### config.mk
export PLATFORM = sky130hd
export DESIGN_NAME = mux8_rr_scheduler_flat
export DESIGN_NICKNAME = d
export VERILOG_FILES = /design/src/rtl/mux8_rr_if.sv /design/src/rtl/mux8_rr_scheduler.sv /design/src/flat_wrapper.sv
export SDC_FILE = /design/constraint.sdc
export NUM_CORES = 1
export LEC_CHECK = 0
export ABC_AREA = 1
export BUFFER_PORTS_ARGS = -buffer_cell sky130_fd_sc_hd__buf_4
export CORE_ASPECT_RATIO = 0.7
export CORE_MARGIN = 3
export CORE_UTILIZATION = 60
export CTS_CLUSTER_DIAMETER = 120
export DETAILED_ROUTE_END_ITERATION = 10
export PLACE_DENSITY = 0.87
export SETUP_SLACK_MARGIN = 0.4
export SLEW_MARGIN = 40
export SYNTH_ARGS = -nofsm -noshare
export SYNTH_HDL_FRONTEND = slang
export SYNTH_SLANG_ARGS = --single-unit
export TNS_END_PERCENT = 1
### constraint.sdc
create_clock -name clk -period 6.2 [get_ports clk]
set_input_delay 0.62 -clock clk [delete_from_list [all_inputs] [get_ports clk]]
set_output_delay 0.62 -clock clk [all_outputs]
set_load 0.1 [all_outputs]
### src/rtl/mux8_rr_if.sv
// Request/grant bundle between the round-robin scheduler and its requesters.
interface mux8_rr_if;
  logic       en;
  logic [7:0] req;
  logic [2:0] sel;
  logic [7:0] grant;
  logic       busy;
  logic [2:0] last;

  // Scheduler side: samples requests, drives select/grant status.
  modport master (
    input  en,
    input  req,
    output sel,
    output grant,
    output busy,
    output last
  );

  // Requester side: drives requests, observes select/grant status.
  modport slave (
    output en,
    output req,
    input  sel,
    input  grant,
    input  busy,
    input  last
  );
endinterface

### src/rtl/mux8_rr_scheduler.sv
// Round-robin scheduler sharing one 8:1 mux select among 8 requesters,
// with each grant bounded to HOLD_MAX consecutive cycles.
module mux8_rr_scheduler #(
  parameter int unsigned HOLD_MAX = 4,
  parameter int unsigned CNT_W    = 4
) (
  input  logic      clk,
  input  logic      rst_n,
  mux8_rr_if.master bus
);

  typedef enum logic {IDLE, GRANT} state_t;

  state_t           state_q, state_d;
  logic [2:0]       sel_q, sel_d;
  logic [7:0]       grant_q, grant_d;
  logic             busy_q, busy_d;
  logic [2:0]       last_q, last_d;
  logic [CNT_W-1:0] cnt_q, cnt_d;

  logic [2:0]       winner;
  logic             found;
  logic             release_c;

  // Scan requests starting just after the last granted index, wrapping 7->0.
  always_comb begin
    winner = 3'd0;
    found  = 1'b0;
    for (int i = 0; i < 8; i++) begin
      if (!found && bus.req[3'(last_q + 3'(i + 1))]) begin
        winner = 3'(last_q + 3'(i + 1));
        found  = 1'b1;
      end
    end
  end

  // Current grant ends on request drop, hold limit, or disable.
  assign release_c = !bus.req[sel_q] || (cnt_q == CNT_W'(HOLD_MAX)) || !bus.en;

  // Next-state and registered-output values.
  always_comb begin
    state_d = state_q;
    sel_d   = sel_q;
    grant_d = grant_q;
    busy_d  = busy_q;
    last_d  = last_q;
    cnt_d   = cnt_q;
    unique case (state_q)
      IDLE: begin
        grant_d = 8'd0;
        busy_d  = 1'b0;
        if (bus.en && found) begin
          state_d = GRANT;
          sel_d   = winner;
          last_d  = winner;
          grant_d = 8'(1) << winner;
          busy_d  = 1'b1;
          cnt_d   = CNT_W'(1);
        end
      end
      GRANT: begin
        if (!release_c) begin
          // Below HOLD_MAX here, so the increment cannot overshoot it.
          cnt_d = cnt_q + CNT_W'(1);
        end else if (bus.en && found) begin
          // Zero-bubble handover; released requester is scanned last.
          sel_d   = winner;
          last_d  = winner;
          grant_d = 8'(1) << winner;
          busy_d  = 1'b1;
          cnt_d   = CNT_W'(1);
        end else begin
          state_d = IDLE;
          grant_d = 8'd0;
          busy_d  = 1'b0;
          cnt_d   = '0;
        end
      end
      default: begin
        state_d = IDLE;
        grant_d = 8'd0;
        busy_d  = 1'b0;
        cnt_d   = '0;
      end
    endcase
  end

  // State and output registers; reset drops any active grant immediately.
  always_ff @(posedge clk or negedge rst_n) begin
    if (!rst_n) begin
      state_q <= IDLE;
      sel_q   <= 3'd0;
      grant_q <= 8'd0;
      busy_q  <= 1'b0;
      last_q  <= 3'd7;
      cnt_q   <= '0;
    end else begin
      state_q <= state_d;
      sel_q   <= sel_d;
      grant_q <= grant_d;
      busy_q  <= busy_d;
      last_q  <= last_d;
      cnt_q   <= cnt_d;
    end
  end

  assign bus.sel   = sel_q;
  assign bus.grant = grant_q;
  assign bus.busy  = busy_q;
  assign bus.last  = last_q;

endmodule

### src/flat_wrapper.sv
// flat-port wrapper written by rule: the top's interface ports become plain ports
module mux8_rr_scheduler_flat 
#(
  parameter int unsigned HOLD_MAX = 4,
  parameter int unsigned CNT_W    = 4
)
  (clk, rst_n, bus_en, bus_req, bus_sel, bus_grant, bus_busy, bus_last);
  mux8_rr_if bus_i ();
  input  logic clk;
  input  logic rst_n;
  input wire logic [$bits(bus_i.en)-1:0] bus_en;
  input wire logic [$bits(bus_i.req)-1:0] bus_req;
  output wire logic [$bits(bus_i.sel)-1:0] bus_sel;
  output wire logic [$bits(bus_i.grant)-1:0] bus_grant;
  output wire logic [$bits(bus_i.busy)-1:0] bus_busy;
  output wire logic [$bits(bus_i.last)-1:0] bus_last;
  assign bus_i.en = bus_en;
  assign bus_i.req = bus_req;
  assign bus_sel = bus_i.sel;
  assign bus_grant = bus_i.grant;
  assign bus_busy = bus_i.busy;
  assign bus_last = bus_i.last;
  mux8_rr_scheduler #(.HOLD_MAX(HOLD_MAX), .CNT_W(CNT_W)) u_core (.clk(clk), .rst_n(rst_n), .bus(bus_i));
endmodule
==> flow_summary.ini <==
[cts]
clk_latency_ns = 0.25
post_cts_buffers = 0
cts.sinks = 20
cts_made_buffers = 3
cts_resized = 0
clk_path_buf_depth = 2
hold_buffers = 0
clkTransAtPathRegs_ns = 0.07
cts_tree = done
root_buffer = clkbuf_8
htreeDepth = 1

[logic_synthesis]
synthAdderAreaFrac_pct = 2.890
synth_edf_count = 0
synth-xor-area-share_pct = 2.962
synth.avg_cell_area_um2 = 6.609
synth_most_common_cell = nand2_1
synthSimpleGateAreaFrac_pct = 48.41
synth_top_area_cell = dfrtp_1
synth_top_family_by_area = simple AND/OR/NAND/NOR gates
synthArstFlopShare_pct = 100.0
muxShareOfSynthArea_pct = 0
synth_compound_area_share_pct = 7.876
yosysTopAreaCellShare_pct = 24.57
synth_cell_types = 34
ys_top_cells_by_count = nand2_1, nand3_1, inv_1, nor2_1, dfrtp_1
synth_area_leaders = dfrtp_1, nand2_1, nand3_1, inv_1, nor2_1
yosysWarnings = 0
seq_area_frac_synth_pct = 29.12
synth_area_um2 = 1732
syn_nets = 277
synthFlopType = dfrtp_1
ys_seq_elements = 20
syn_inst = 262

[floorplan]
die_y_um = 50.95
core_region_area_um2 = 2609
die_w_um = 70.21
rows = 15
dieArea_um2 = 3577
initial_core_util_pct = 66.38
ioPinCount = 26

[flow_run]
maxCapViolations = 0

[setup_path]
crit_arrival_ns = 3.14
path_class = reg2reg
crit_path_end_kind = flip-flop
worstPathMaxFanout = 14
required_ns = 6.35
start_kind = flip-flop

[drt]
wl_met1_um = 1995
routed.top_layer = met4
ant_nets = 0
dr_wl_met3_um = 493
drt-vias-per-instance = 5.623
drt_iter0_markers = 215
wire_per_inst_um = 12.95
dr.pass1.iters = 6
routed-via-count = 1805
drc = 0
drt-total-wl_um = 4158
wl_met2_um = 1662

[final_layout]
antenna_cells = 0
final_net_count = 303
areaGrowthSynthToFinish_pct = 14.23
drive_gt1_share_pct = 19.51

[grt]
gr-usage-all-layers_pct = 25.62
grt_antenna_before_repair = 0
grt_pass1_vias = 1555
grt_max_degree = 21
grt_overflow = 0
grt_pass1_wl_um = 7314

[placement]
gp_congestion = 0.9717
dpl.hpwl_um = 3380
io_buffer_count = 25

[timing]
rsz0062_at_grt = no
setup_viol = 0
maxSlewViolCount = 0
finalCritPeriodShare_pct = 48.19
tns_ns = 0
max-slew-margin-rel_pct = 75.73
hold_viol_final = 0
fin_skew_ns = 0.005707
fin_crit_ns = 2.988
tightestPinTransition_ns = 0.3641
fmax_mhz = 334.7

[status]
outcome = completed

[min_path]
min_path_type = in2async
-- registers in the layout, summed over array words and instances (netlist names) --
signal / count
u_core.bus.grant: 8
u_core.state_q: 1
u_core.cnt_q: 4
u_core.bus.sel: 3
u_core.bus.busy: 1
u_core.bus.last: 3
-- placed cells by master, fill, tap and decap left out, types with 2 or more instances in the layout --
cell type / n
nand2_4: 2
dfrtp_1: 17
inv_1: 23
inv_2: 5
dfstp_2: 3
nand3_1: 38
nor2_8: 2
o21ai_0: 7
ha_1: 4
nand2_1: 91
clkbuf_8: 3
nor2_1: 23
nand3_2: 3
xor2_1: 3
o21ai_1: 7
clkinv_1: 3
buf_4: 25
nand2_2: 5
a21oi_1: 3
o22ai_1: 3
nand4_1: 4
-- cell type report --
type / count / area [um^2]
Clock buffer: 4 / 45.04
Fill cell: 203 / 630.6
Inverter: 32 / 122.6
Multi-Input combinational cell: 206 / 1076
Sequential cell: 20 / 504.2
Tap cell: 34 / 42.54
Timing Repair Buffer: 25 / 187.7
-- worst max-delay path, cell delays in order (launching register included) --
cell	delay, ns
dfstp_2	0.69
inv_2	0.17
ha_1	0.44
inv_2	0.18
nand3_1	0.17
nand3_2	0.14
nand2_4	0.09
nor2_8	0.15
nand4_4	0.13
nor2_1	0.22
nand2_1	0.10
inv_1	0.07
nor2_1	0.04
nand3_1	0.12
nor2_1	0.08
nand2_1	0.06
nand2_1	0.04
-- metrics by stage --
stage	instance area [um^2]	utilization, %	hold WS [ns]	std cells	worst slack [ns]
6_report	1978	75.83	0.2270	321	3.212
5_1_grt	1978	75.83	0.2348	321	2.961
4_1_cts	1978	75.83	0.2333	321	3.237
3_5_place_dp	1933	74.10	0.4700	317	3.260
3_3_place_gp	1933	74.10	0.4636	317	3.344
2_1_floorplan	1732	-	0.3244	262	3.159
-- layer usage --
layer | vias up | global-route usage (%)
met3 | 2 | 4.912
met2 | 95 | 35.27
met1 | 809 | 41.77
met4 | 0 | 2.866
li1 | 899 | -
met5 | - | 0
-- final timing paths --
check	slack (ns)	from	cells after the start	endpoint
worst min-delay path	0.23	rst_n	1	u_core.bus.grant[2]
worst max-delay path	3.21	u_core.bus.last[0]	16	u_core.bus.grant[4]
max in group asynchronous	5.70	rst_n	1	u_core.bus.last[1]
worst max register to register	3.21	u_core.bus.last[0]	16	u_core.bus.grant[4]
worst min register to register	0.49	u_core.bus.grant[3]	2	u_core.bus.grant[3]
min in group clk	0.49	u_core.bus.grant[3]	2	u_core.bus.grant[3]
-- logic make-up (layout without fill, tap and decap cells) --
group | count (synthesis) | in the layout
DFF | 20 | 20
xor gates and xnor gates | 5 | 5
buffers and inverters | 36 | 61
AOI/OAI and AO/OA | 24 | 24
adders and majority gates | 4 | 4
and+or+nand+nor | 173 | 173
Power is not shown: default switching activity piles up to over one toggle a cycle in this logic, so the estimate is an artifact.
